**src/rtl/sort_engine_pkg.sv**
```systemverilog
// Shared types for the sort engine.
// State encoding and bus response constants.
package sort_engine_pkg;

  typedef enum logic [3:0] {
    IDLE,
    KEY_AR,
    KEY_R,
    CMP_AR,
    CMP_R,
    DECIDE,
    SH_W,
    SH_B,
    KEY_W,
    KEY_B,
    NEXT,
    DONE,
    ERR
  } state_t;

  localparam logic [31:0] RESP_OKAY = '0;

endpackage

```
**src/rtl/sort_engine_cmp.sv**
```systemverilog
// Element comparator for the sort engine.
// Flags a[j] as out of order relative to the key.
module sort_cmp #(
  parameter int DATA_WDTH = 32
) (
  input  logic [DATA_WDTH-1:0] a,
  input  logic [DATA_WDTH-1:0] b,
  input  logic                 descend,
  input  logic                 signed_cmp,
  output logic                 out_of_order
);

  logic gt;
  logic lt;

  always_comb begin
    if (signed_cmp) begin
      gt = $signed(a) > $signed(b);
      lt = $signed(a) < $signed(b);
    end else begin
      gt = a > b;
      lt = a < b;
    end
    out_of_order = descend ? lt : gt;
  end

endmodule

```
**src/rtl/sort_engine.sv**
```systemverilog
// In-place insertion sort over a split
// read/write memory bus.
module sort_engine
  import sort_engine_pkg::*;
#(
  parameter int ADDR_WDTH = 4,
  parameter int DATA_WDTH = 32,
  parameter int RESP_WDTH = 1
) (
  input  logic                 clk,
  input  logic                 rst_n,
  input  logic                 start,
  input  logic [ADDR_WDTH:0]   arr_size,
  input  logic [ADDR_WDTH-1:0] base_addr,
  input  logic                 descend,
  input  logic                 signed_cmp,
  output logic                 busy,
  output logic                 done,
  output logic                 error,
  output logic                 ar_valid,
  input  logic                 ar_ready,
  output logic [ADDR_WDTH-1:0] ar_address,
  input  logic                 r_valid,
  output logic                 r_ready,
  input  logic [DATA_WDTH-1:0] r_data,
  input  logic [RESP_WDTH-1:0] r_resp,
  output logic                 aw_valid,
  input  logic                 aw_ready,
  output logic [ADDR_WDTH-1:0] aw_address,
  output logic                 w_valid,
  input  logic                 w_ready,
  output logic [DATA_WDTH-1:0] w_data,
  input  logic                 b_valid,
  input  logic [RESP_WDTH-1:0] b_resp,
  output logic                 b_ready
);

  localparam int CW = ADDR_WDTH + 1;

  state_t state, state_nxt;

  logic [CW-1:0]        n_q;
  logic [CW-1:0]        i_q;
  logic signed [CW-1:0] j_q;
  logic [ADDR_WDTH-1:0] base_q;
  logic                 desc_q;
  logic                 sgn_q;
  logic                 shifted_q;
  logic [DATA_WDTH-1:0] key_q;
  logic [DATA_WDTH-1:0] cmp_q;
  logic                 ooo;
  logic                 r_err;
  logic                 b_err;
  logic                 aw_fin;
  logic                 w_fin;
  logic                 in_w;
  logic                 in_w_nxt;

  sort_cmp #(
    .DATA_WDTH(DATA_WDTH)
  ) u_cmp (
    .a           (cmp_q),
    .b           (key_q),
    .descend     (desc_q),
    .signed_cmp  (sgn_q),
    .out_of_order(ooo)
  );

  assign r_err  = r_resp != RESP_OKAY[RESP_WDTH-1:0];
  assign b_err  = b_resp != RESP_OKAY[RESP_WDTH-1:0];
  assign aw_fin = !aw_valid || aw_ready;
  assign w_fin  = !w_valid || w_ready;
  assign in_w   = state inside {SH_W, KEY_W};
  assign in_w_nxt = state_nxt inside {SH_W, KEY_W};

  always_comb begin
    state_nxt = state;
    unique case (state)
      IDLE, DONE, ERR:
        if (start) state_nxt = NEXT;
      NEXT:
        state_nxt = (i_q < n_q) ? KEY_AR : DONE;
      KEY_AR:
        if (ar_ready) state_nxt = KEY_R;
      KEY_R:
        if (r_valid) state_nxt = r_err ? ERR : CMP_AR;
      CMP_AR:
        if (ar_ready) state_nxt = CMP_R;
      CMP_R:
        if (r_valid) state_nxt = r_err ? ERR : DECIDE;
      DECIDE:
        if (j_q >= 0 && ooo) state_nxt = SH_W;
        else if (shifted_q) state_nxt = KEY_W;
        else state_nxt = NEXT;
      SH_W:
        if (aw_fin && w_fin) state_nxt = SH_B;
      SH_B:
        if (b_valid)
          state_nxt = b_err ? ERR : (j_q > 0 ? CMP_AR : KEY_W);
      KEY_W:
        if (aw_fin && w_fin) state_nxt = KEY_B;
      KEY_B:
        if (b_valid) state_nxt = b_err ? ERR : NEXT;
      default:
        state_nxt = IDLE;
    endcase
  end

  always_ff @(posedge clk or negedge rst_n) begin
    if (!rst_n) begin
      state     <= IDLE;
      ar_valid  <= 1'b0;
      aw_valid  <= 1'b0;
      w_valid   <= 1'b0;
      n_q       <= '0;
      i_q       <= '0;
      j_q       <= '0;
      base_q    <= '0;
      desc_q    <= 1'b0;
      sgn_q     <= 1'b0;
      shifted_q <= 1'b0;
      key_q     <= '0;
      cmp_q     <= '0;
    end else begin
      state    <= state_nxt;
      ar_valid <= state_nxt inside {KEY_AR, CMP_AR};
      // Both write channels launch together, then retire independently.
      if (in_w_nxt && !in_w) begin
        aw_valid <= 1'b1;
        w_valid  <= 1'b1;
      end else if (in_w) begin
        aw_valid <= aw_valid && !aw_ready;
        w_valid  <= w_valid && !w_ready;
      end else begin
        aw_valid <= 1'b0;
        w_valid  <= 1'b0;
      end
      case (state)
        IDLE, DONE, ERR:
          if (start) begin
            n_q    <= arr_size;
            base_q <= base_addr;
            desc_q <= descend;
            sgn_q  <= signed_cmp;
            i_q    <= CW'(1);
          end
        KEY_R:
          if (r_valid) begin
            key_q     <= r_data;
            j_q       <= $signed(i_q - CW'(1));
            shifted_q <= 1'b0;
          end
        CMP_R:
          if (r_valid) cmp_q <= r_data;
        DECIDE:
          if (state_nxt == NEXT) i_q <= i_q + CW'(1);
        SH_B:
          if (b_valid) begin
            j_q       <= j_q - CW'(1);
            shifted_q <= 1'b1;
          end
        KEY_B:
          if (b_valid) i_q <= i_q + CW'(1);
        default: ;
      endcase
    end
  end

  assign busy    = !(state inside {IDLE, DONE, ERR});
  assign done    = state == DONE;
  assign error   = state == ERR;
  assign r_ready = state inside {KEY_R, CMP_R};
  assign b_ready = state inside {SH_B, KEY_B};

  assign ar_address = base_q + ((state == KEY_AR) ?
                      i_q[ADDR_WDTH-1:0] : j_q[ADDR_WDTH-1:0]);
  assign aw_address = base_q + j_q[ADDR_WDTH-1:0]
                      + ADDR_WDTH'(1);
  assign w_data     = (state == SH_W) ? cmp_q : key_q;

endmodule

```
**config.mk**
```make
export PLATFORM = sky130hd
export DESIGN_NAME = sort_engine
export DESIGN_NICKNAME = d
export VERILOG_FILES = /design/src/rtl/sort_engine_pkg.sv /design/src/rtl/sort_engine_cmp.sv /design/src/rtl/sort_engine.sv
export SDC_FILE = /design/constraint.sdc
export NUM_CORES = 1
export LEC_CHECK = 0
export CAP_MARGIN = 40
export CORE_MARGIN = 2
export CORE_UTILIZATION = 40
export CTS_CLUSTER_SIZE = 20
export DETAILED_ROUTE_END_ITERATION = 10
export GPL_ROUTABILITY_DRIVEN = 0
export RECOVER_POWER = 50
export SETUP_SLACK_MARGIN = 0.5
export SYNTH_ARGS = -nofsm -noshare
export SYNTH_HDL_FRONTEND = slang
export SYNTH_SLANG_ARGS = --single-unit
```
**constraint.sdc**
```tcl
create_clock -name clk -period 3.94 [get_ports clk]
set_clock_uncertainty 0.05 [all_clocks]
set_input_delay 0.591 -clock clk [delete_from_list [all_inputs] [get_ports clk]]
set_output_delay 0.591 -clock clk [all_outputs]
set_load 0.01 [all_outputs]
```
==> metrics, run 1 <==
Final Hold Viols 0; final setup violation count 0; syn_area_per_cell between 9 and 10 sq um; Die H around 120 um; Std-Cell Rows 43; CP required approximately 3.3 ns; worst stage delay on the critical path 0.56 ns; share of post-route cells with drive strength above 1 0.155; endpoint type of the worst setup path output pin; deepest level of the CTS H-tree 3; GRT met3 Usage 0.0627; Maximum Capacitance Violations 1; gr usage total 0.191; Fillers roughly 1.3k; vias in the first global route 4469; synth warn 0; GR Util met2 0.303; Final nets roughly 790; Int Power 3.69 mW; largest cells by area after synthesis dfrtp_1 (42%), mux2_2 (13%), ha_1 (10%); Crit Path Max Fanout 16; DR DRC count 0; Flop pwr share 0.293; Min-Delay Path Class reg2reg; Pre-antenna DRT Iters 4; WS Path Type reg2out; Clk pwr share 0.157; number of diodes 0; crit-path cells nor3_4, buf_4, o21ai_0, ha_1, fa_1, clkdlybuf4s50_1; via/cell ratio between 5 and 6; GRT busiest layer met2; first-pass GRT wire length approximately 22000 um; die width about 120 um; cts hold-fix bufs 0; final worst path period need roughly 3.3 ns; CTS Root Cell clkbuf_16; Switch Pwr 2.36 mW; top-area cell type share of the netlist area 0.416; Routed WL ~14000 um; CTS Sinks 93; CP top delay family adder cells; register area share after synthesis 0.416; Relative slew margins -0.398; fin. max-slew vios 33; combinational share of power 0.550; Clock Latency Late Sink about 0.35 ns; Port Buffers 100; P_leak 3.24 nW; initial antenna violation count 0; Starting DRT DRC Count around 210; Crit path buffers/inverters 2; TritonCTS buffer count 9; Max VDD drop about 0.0005 V; unrepaired setup endpoints after global routing no; crit share post-route 0.849; clock transition at the registers of the reported paths about 0.060 ns; sw frac 0.391; Worst path slowest cell dfrtp_1; synthesized cell area 5600 sq um; FFs w/ async S/R, synth 1.00; CTS tree done; maximum clock frequency 0.299 GHz; grt total ovfl 0; Final ANT Viol Nets 0; Distinct cells, synth 57; io pins ~100; Slew @ Worst Pin around 2.1 ns; Area Overhead vs Synth 28.6%; die area approximately 15000 sq um; Post-synth EDFFs 0; Critical Path AT about 2.7 ns; wire per inst between 15 and 20 um; top_reg_cell synth dfrtp_1; syn_nets a little under 700; HPWL Detailed 9870 um; status finished with violations; critical path startpoint category flip-flop; largest net degree at the start of global routing 59; Synth Instances approximately 580; met1 Resource Use GR 0.252; register bit total from synthesis 93; failing checks capacitance limit, slew limit; core box area 13800 sq um; Bufs on Longest Clock Path 2; vias about 4.6k; Initial Util 0.407; final core utilization 0.523; post-route setup TNS 0 ns; Pwr Density about 840 nW/um^2; area leader, netlist dfrtp_1
-- registers in the layout, indices dropped and copies added, names as in the netlist --
signal / cells
key_q: 32
cmp_q: 32
aw_valid: 1
base_q: 4
w_valid: 1
n_q: 5
shifted_q: 1
desc_q: 1
state: 4
ar_valid: 1
i_q: 5
j_q: 5
sgn_q: 1
-- worst register-to-register path: stages, from the launching register on --
cell	delay, ns
dfrtp_1	0.56
and2b_1	0.37
nand3_2	0.12
clkbuf_1	1.49
mux2_2	0.49
-- cells by family (layout without fill, tap and decap cells) --
group           count (synthesis)  count (layout)  share of synthesized area
simple gates                  155             157                      0.131
xor+xnor                       10              10                     0.0156
fa+ha+maj                      47              47                      0.108
flops                          93              93                      0.416
buf+inv                        73             182                     0.0500
mux                            67              67                      0.134
compound gates                133             133                      0.145
-- cells in the mapped netlist, drive strengths merged (3+ instances only) --
library cell	count
nand2b	10
o31ai	7
a21o	8
buf	4
a21oi	30
mux2	66
nand2	75
o21ai	56
nor3b	3
o31a	3
nor4	3
nor2	15
ha	45
nand4	8
xor2	5
or3	3
nor3	6
nand3	16
dfrtp	93
xnor2	5
inv	50
o211ai	4
clkbuf	19
nor2b	5
a31oi	3
or4	3
-- timing repair --
item,4_1_cts,5_1_grt
resized for setup,3,5
gates cloned,0,2
pin swaps,1,2
setup endpoints to repair,24,16
buffers inserted,2,4
-- metrics by stage --
step	power, mW	setup WS, ns	area, sq um	hold slack [ns]	instances
floorplan	3.79	1.19	5600	0.245	578
global placement	4.99	0.598	6820	0.413	845
detailed placement	5.08	0.516	6820	0.410	846
CTS	6.08	0.306	7170	0.289	863
global route	6.57	0.403	7200	0.464	869
finish	6.05	0.596	7200	0.434	869
-- power groups by stage --
stage | Combinational (mW) | Sequential, mW | Clock, mW
after floorplan | 2.12 | 1.67 | 0
final | 3.32 | 1.77 | 0.950
after CTS | 3.33 | 1.77 | 0.985
after global routing | 3.71 | 1.85 | 1.02
after global placement | 3.23 | 1.76 | 0
after detailed placement | 3.30 | 1.78 | 0
-- cells in the final DEF (no fill, tap or decap), drive strengths merged, types with 3 or more instances in the layout --
| cell type | netlist | final |
|---|---|---|
| nor4 | 3 | 3 |
| nor3b | 3 | 3 |
| xor2 | 5 | 5 |
| nor3 | 6 | 6 |
| buf | 4 | 13 |
| nor2b | 5 | 5 |
| a21o | 8 | 8 |
| nor2 | 15 | 15 |
| dlygate4sd3 | 0 | 3 |
| inv | 50 | 51 |
| nand2 | 75 | 75 |
| o31ai | 7 | 7 |
| clkbuf | 19 | 15 |
| or3 | 3 | 3 |
| o21ai | 56 | 56 |
| clkdlybuf4s50 | 0 | 94 |
| mux2 | 66 | 66 |
| or4 | 3 | 3 |
| xnor2 | 5 | 5 |
| and2 | 2 | 4 |
| a31oi | 3 | 3 |
| dfrtp | 93 | 93 |
| nand2b | 10 | 10 |
| nand3 | 16 | 16 |
| ha | 45 | 45 |
| nand4 | 8 | 8 |
| o31a | 3 | 3 |
| a21oi | 30 | 30 |
| o211ai | 4 | 4 |
-- layer usage --
layer | wire length, um | up-vias | share of wire
met1 | 6470 | 2203 | 0.46
met5 | 0 | - | 0
li1 | - | 2256 | -
met2 | 6600 | 118 | 0.47
met3 | 880 | 10 | 0.062
met4 | 148 | 0 | 0.010
-- cell type report --
class                           count  area (sq um)  area share
Clock buffer                       10           239      0.0332
Timing Repair Buffer              117          1110       0.154
Clock inverter                      5          83.8      0.0116
Multi-Input combinational cell    414          3030       0.421
Sequential cell                    93          2330       0.323
Inverter                           50           188      0.0261
Tap cell                          180           225      0.0313
-- worst paths after layout --
kind	end	slack (ns)	start	cells after the start
max	ar_address[1]	0.60	state[2]	6
min	n_q[0]	0.43	n_q[0]	2
max reg2reg	cmp_q[25]	0.75	state[2]	4
min reg2reg	n_q[0]	0.43	n_q[0]	2
max in group asynchronous	cmp_q[11]	1.64	rst_n	2
min in group asynchronous	w_valid	0.54	rst_n	1
No activity file was read; power rests on OpenSTA's default activity.
==> run 2: changes to the inputs <==
clock period = 3.49 ns   (was 3.94 ns; I/O delays follow)
==> run 2 against run 1 <==
- the run still ends with capacitance limit, slew limit left
- non-clock buffer count rose by 22
- cell area rose by 5.2%
- first-iteration DRC count down 4.3%
- register-to-register slack worse by 0.15 ns
- clock-buffer cell count decreased by 1
- sequential share of layout area decreased by 1.6 points
- total power is 16% higher
- critical path depth is 5 higher
- sequential power increased by 13%
- clock power grew 3.6%
- global-route usage grew 0.21 points
- worst setup slack worse by 0.10 ns
- largest power group unchanged
==> metrics, run 2 (synthesized netlist as in run 1, its figures left out) <==
status finished with violations; failing checks capacitance limit, slew limit; CP required 2.92 ns (-0.38 ns); crit share post-route 0.859; Port Buffers 100 (unchanged); Crit Path Max Fanout 4 (-12); largest net degree at the start of global routing 64 (+8.5%); Relative slew margins -0.0937 (+0.305); Maximum Capacitance Violations 1 (unchanged); die width 122 um (unchanged); final worst path period need around 3 ns; final instance area 7570 sq um (+5.2%); CTS Sinks 93 (unchanged); top flop regs cmp_q: 32 flops, key_q: 32 flops; commonest cells after routing, fill and taps aside dfrtp_1 (92), nand2_1 (75), mux2_2 (65); gr usage total 0.193 (+0.00205); Hold Slack 0.442 ns (+0.00819 ns); critical path startpoint category flip-flop; CTS Root Cell clkbuf_16; clock transition at the registers of the reported paths 0.06 ns (about the same); share of post-route cells with drive strength above 1 0.221 (+0.0658); post-route setup TNS 0 ns (unchanged); WS Path Type reg2out; TritonCTS buffer count 9 (unchanged); Routed WL 13900 um (-1.1%); Min-Delay Path Class reg2reg; via/cell ratio 5.22 (-1.1%); final core utilization 0.550 (+0.0272); Slew @ Worst Pin 1.64 ns (-0.457 ns); deepest level of the CTS H-tree 3 (unchanged); grt total ovfl 0 (unchanged); first-pass GRT wire length 22700 um (+2.6%); DP Area 6890 sq um (+0.95%); Pre-antenna DRT Iters 4 (unchanged); Initial Util 0.407 (unchanged); Area Overhead vs Synth 35.3%; Clock Latency Late Sink 0.35 ns (about the same); wire per inst 15.7 um (-3.4%); Die H 122 um (unchanged); CTS tree done; core box area 13800 sq um (unchanged); Pwr Density 925 nW/um^2 (+10%); final setup violation count 0 (unchanged); Std-Cell Rows 43 (unchanged); fin. max-slew vios 64 (+94%); vias in the first global route 4753 (+6.4%); Starting DRT DRC Count 200 (-4.3%); commonest non-fill, non-tap cell in the layout dfrtp_1; Final Hold Viols 0 (unchanged); maximum clock frequency 0.334 GHz; unrepaired setup endpoints after global routing yes; Final nets 805 (+2.5%); HPWL Detailed 10000 um (+1.5%); Final ANT Viol Nets 0 (unchanged); DR DRC count 0 (unchanged); initial antenna violation count 0 (unchanged); die area 15000 sq um (unchanged); Critical Path AT 2.42 ns (-0.28 ns); vias 4647 (+1.3%); Non-Filler Instances 890 (+2.4%); Inst Count DP 850 (+0.47%); Fillers 1249 (-4.6%); io pins 101 (unchanged); Max VDD drop 0.000477 V (-4.1%); P_leak 3.65 nW (+13%); endpoint type of the worst setup path output pin; number of diodes 0 (unchanged); Bufs on Longest Clock Path 2 (unchanged)
-- run 2: cell types whose count changed in the layout (fill, tap and decap cells not counted), moves of 6 or more --
cell	before	now
ha_4	0	6
ha_1	45	37
buf_4	12	30
clkdlybuf4s50_1	94	63
dlymetal6s2s_1	1	24
-- run 2: critical path, stage by stage, from the launching register on --
cell	delay [ns]
dfrtp_1	0.38
nand2b_4	0.16
nor3_4	0.22
buf_4	0.17
nand2_1	0.06
o21ai_2	0.10
ha_1	0.26
a21o_1	0.17
a21oi_2	0.13
xnor2_1	0.14
xnor2_1	0.14
buf_2	0.15
-- run 2: per-stage QoR --
stage / setup slack [ns] / power [mW]
after floorplan: 0.741 / 4.28
after global placement: 0.265 / 5.67
after detailed placement: 0.143 / 5.77
after CTS: 0.283 / 6.88
after global routing: 0.350 / 7.65
final: 0.493 / 7.01
-- run 2: path summary, 6_finish.rpt --
check / start / endpoint / slack, ns / cells after the start
max: state[1] / ar_address[3] / 0.49 / 11
max reg2reg: key_q[9] / i_q[2] / 0.60 / 10
max in group asynchronous: rst_n / cmp_q[12] / 0.79 / 4
min in group asynchronous: rst_n / n_q[2] / 0.55 / 2
min reg2reg: n_q[0] / n_q[0] / 0.44 / 2
min: n_q[0] / n_q[0] / 0.44 / 2
-- run 2: final cells by class --
| cell class | count | area, sq um | area share |
|---|---|---|---|
| inverter | 50 | 188 | 0.0248 |
| timing repair buffer | 139 | 1350 | 0.178 |
| sequential | 93 | 2330 | 0.307 |
| clock inverter | 7 | 75.1 | 0.00991 |
| tap | 180 | 225 | 0.0297 |
| clock buffer | 9 | 225 | 0.0297 |
| multi-input combinational | 412 | 3190 | 0.421 |
-- run 2: layer usage --
layer	vias up	GRT usage	wire (um)	part of all wire
li1	2296	-	-	-
met1	2226	0.238	6070	0.44
met2	100	0.322	6860	0.49
met3	25	0.0539	711	0.051
met4	0	0.0711	299	0.021
met5	-	0	0	0
-- run 2: repair_timing --
action	4_1_cts	5_1_grt
endpoints found under the setup margin	34	33
endpoints found under the hold margin	6	0
gates resized for setup	34	56
setup buffers	12	11
pin swaps	7	20
hold buffers	1	0
-- run 2: report_power, final --
group / internal, mW / leakage, nW / switching (mW)
Sequential: 1.60 / 1.15 / 0.401
Clock: 0.559 / 0.150 / 0.425
Combinational: 2.05 / 2.35 / 1.97
Total: 4.21 / 3.65 / 2.80
==> run 3: changes to the inputs <==
SLEW_MARGIN = 25   (was not set)
==> run 3 against run 2 <==
- the run still ends with capacitance limit, slew limit left
- worst hold slack worse by 0.0028 ns
- sequential share of layout area up 0.47 points
- critical endpoint is now w_data[3]
- via count down 1.5%
- combinational power down 4%
- clock power up 8%
- global-route usage up 0.26 points
- highest routed layer unchanged
- sequential cell count unchanged
- maximum frequency up 1.6%
- critical path depth down 4
- cell area down 1.5%
- utilization down 0.84 points
==> metrics, run 3 (synthesized netlist as in run 1, its figures left out) <==
Area Overhead vs Synth 33.2%; Starting DRT DRC Count 165 (-18%); CP required 2.92 ns (about the same); WS Path Type reg2out; core box area 13800 sq um (unchanged); wire per inst 15.7 um (+0.25%); top flop regs cmp_q: 32 flops, key_q: 32 flops; total power 6.93 mW (-1.1%); Crit Path Max Fanout 15 (+11); TritonCTS buffer count 9 (unchanged); Min-Delay Path Class reg2reg; endpoint type of the worst setup path output pin; vias in the first global route 4729 (-0.50%); CTS Root Cell clkbuf_16; status finished with violations; Max VDD drop 0.000467 V (-2.0%); CTS Sinks 93 (unchanged); Clock Latency Late Sink 0.35 ns (about the same); final instance area 7460 sq um (-1.5%); Final nets 794 (-1.4%); number of diodes 0 (unchanged); DP Area 6890 sq um (unchanged); failing checks capacitance limit, slew limit; reg2reg setup slack 0.57 ns (-0.03 ns); gr usage total 0.195 (+0.00259); Pwr Density 930 nW/um^2 (+0.45%); largest net degree at the start of global routing 37 (-42%); Bufs on Longest Clock Path 2 (unchanged); Final ANT Viol Nets 0 (unchanged); Initial Util 0.407 (unchanged); deepest level of the CTS H-tree 3 (unchanged); initial antenna violation count 0 (unchanged); commonest non-fill, non-tap cell in the layout dfrtp_1; fin. max-slew vios 35 (-45%); maximum clock frequency 0.339 GHz (+1.6%); Pre-antenna DRT Iters 4 (unchanged); vias 4576 (-1.5%); commonest cells after routing, fill and taps aside dfrtp_1 (92), nand2_1 (75), mux2_2 (66); DR DRC count 0 (unchanged); Critical Path End w_data[3]; Relative slew margins -0.203 (-0.110); final setup violation count 0 (unchanged); Die H 122 um (unchanged); share of post-route cells with drive strength above 1 0.192 (-0.0294); final core utilization 0.542 (-0.00836); grt total ovfl 0 (unchanged); Worst Setup SP state[0]; Final Hold Viols 0 (unchanged); Critical R2R Capture i_q[2]; Critical Path AT 2.38 ns (-0.04 ns); Fillers 1270 (+1.7%); clock transition at the registers of the reported paths 0.06 ns (about the same); via/cell ratio 5.21 (-0.30%); Hold Path Origin n_q[0]; Port Buffers 100 (unchanged); first-pass GRT wire length 22800 um (+0.79%); reg2reg path depth 10 (unchanged); Routed WL 13800 um (-0.99%); crit share post-route 0.846 (-0.0132); Inst Count DP 850 (unchanged); critical path startpoint category flip-flop; Non-Filler Instances 879 (-1.2%); worst r2r src key_q[13]; P_leak 3.58 nW (-2.0%); io pins 101 (unchanged); CTS tree done; final worst path period need 2.95 ns (-0.0460 ns); Maximum Capacitance Violations 1 (unchanged); unrepaired setup endpoints after global routing yes; HPWL Detailed 10200 um (+2.0%); die area 15000 sq um (unchanged); post-route setup TNS 0 ns (unchanged); Std-Cell Rows 43 (unchanged); die width 122 um (unchanged); Slew @ Worst Pin 1.80 ns (+0.164 ns)
==> run 3: cell count changes in the layout (fill, tap and decap cells not counted), sizes merged <==
cell / before / now
buf: 36 / 26
bufinv: 1 / 2
clkbuf: 15 / 13
clkdlybuf4s50: 63 / 65
clkinv: 5 / 3
clkinvlp: 0 / 1
dlygate4sd2: 6 / 10
dlygate4sd3: 4 / 3
dlymetal6s2s: 24 / 20
==> run 3: per-layer routing <==
| metal | wire length, um | vias up | part of all wire | track usage |
|---|---|---|---|---|
| li1 | - | 2267 | - | - |
| met1 | 6080 | 2202 | 0.44 | 0.239 |
| met2 | 6770 | 87 | 0.49 | 0.327 |
| met3 | 707 | 20 | 0.051 | 0.0558 |
| met4 | 250 | 0 | 0.018 | 0.0711 |
| met5 | 0 | - | 0 | 0 |
==> run 3: critical path, stage by stage (launching register included) <==
cell,delay (ns)
dfrtp_1,0.40
buf_4,0.20
nor2b_1,0.29
and2_4,0.27
buf_4,0.14
nand2_1,0.05
o21ai_0,0.10
clkdlybuf4s50_1,0.57
==> run 3: final cells by class <==
class                   count  area, sq um  area share
multi-input cells         412         3130       0.419
repair buffers            128         1270       0.170
clock buffers               9          225      0.0302
inverters                  50          188      0.0252
well taps                 180          225      0.0302
flip-flops and latches     93         2330       0.312
clock inverters             7         98.8      0.0133
==> run 3: worst min-delay path by stage <==
| stage | endpoint | slack, ns | cells past startpoint |
|---|---|---|---|
| after detailed placement | n_q[0] | 0.44 | 2 |
| after floorplan | ar_valid | 0.18 | 0 |
| after global routing | n_q[0] | 0.47 | 2 |
| after CTS | n_q[2] | 0.08 | 1 |
| after global placement | n_q[0] | 0.41 | 2 |
| final | n_q[0] | 0.44 | 2 |
==> run 3: power breakdown <==
part           total (mW)  switching (mW)  internal (mW)
combinational        3.88            1.92           1.96
sequential           1.99           0.396           1.60
clock                1.06           0.428          0.631
==> run 3: through the flow <==
stage               worst slack [ns]  hold WS [ns]
detailed placement             0.135         0.436
finish                         0.539         0.439
CTS                            0.453        0.0770
global placement               0.265         0.412
floorplan                      0.741         0.178
global route                   0.335         0.467
==> run 3: repair_timing <==
action / CTS / global route
pin swaps: 7 / 13
gates resized for setup: 28 / 39
setup buffers: 8 / 5
setup endpoints to repair: 34 / 29
hold buffers: 0 / 0
hold endpoints to repair: 0 / 0
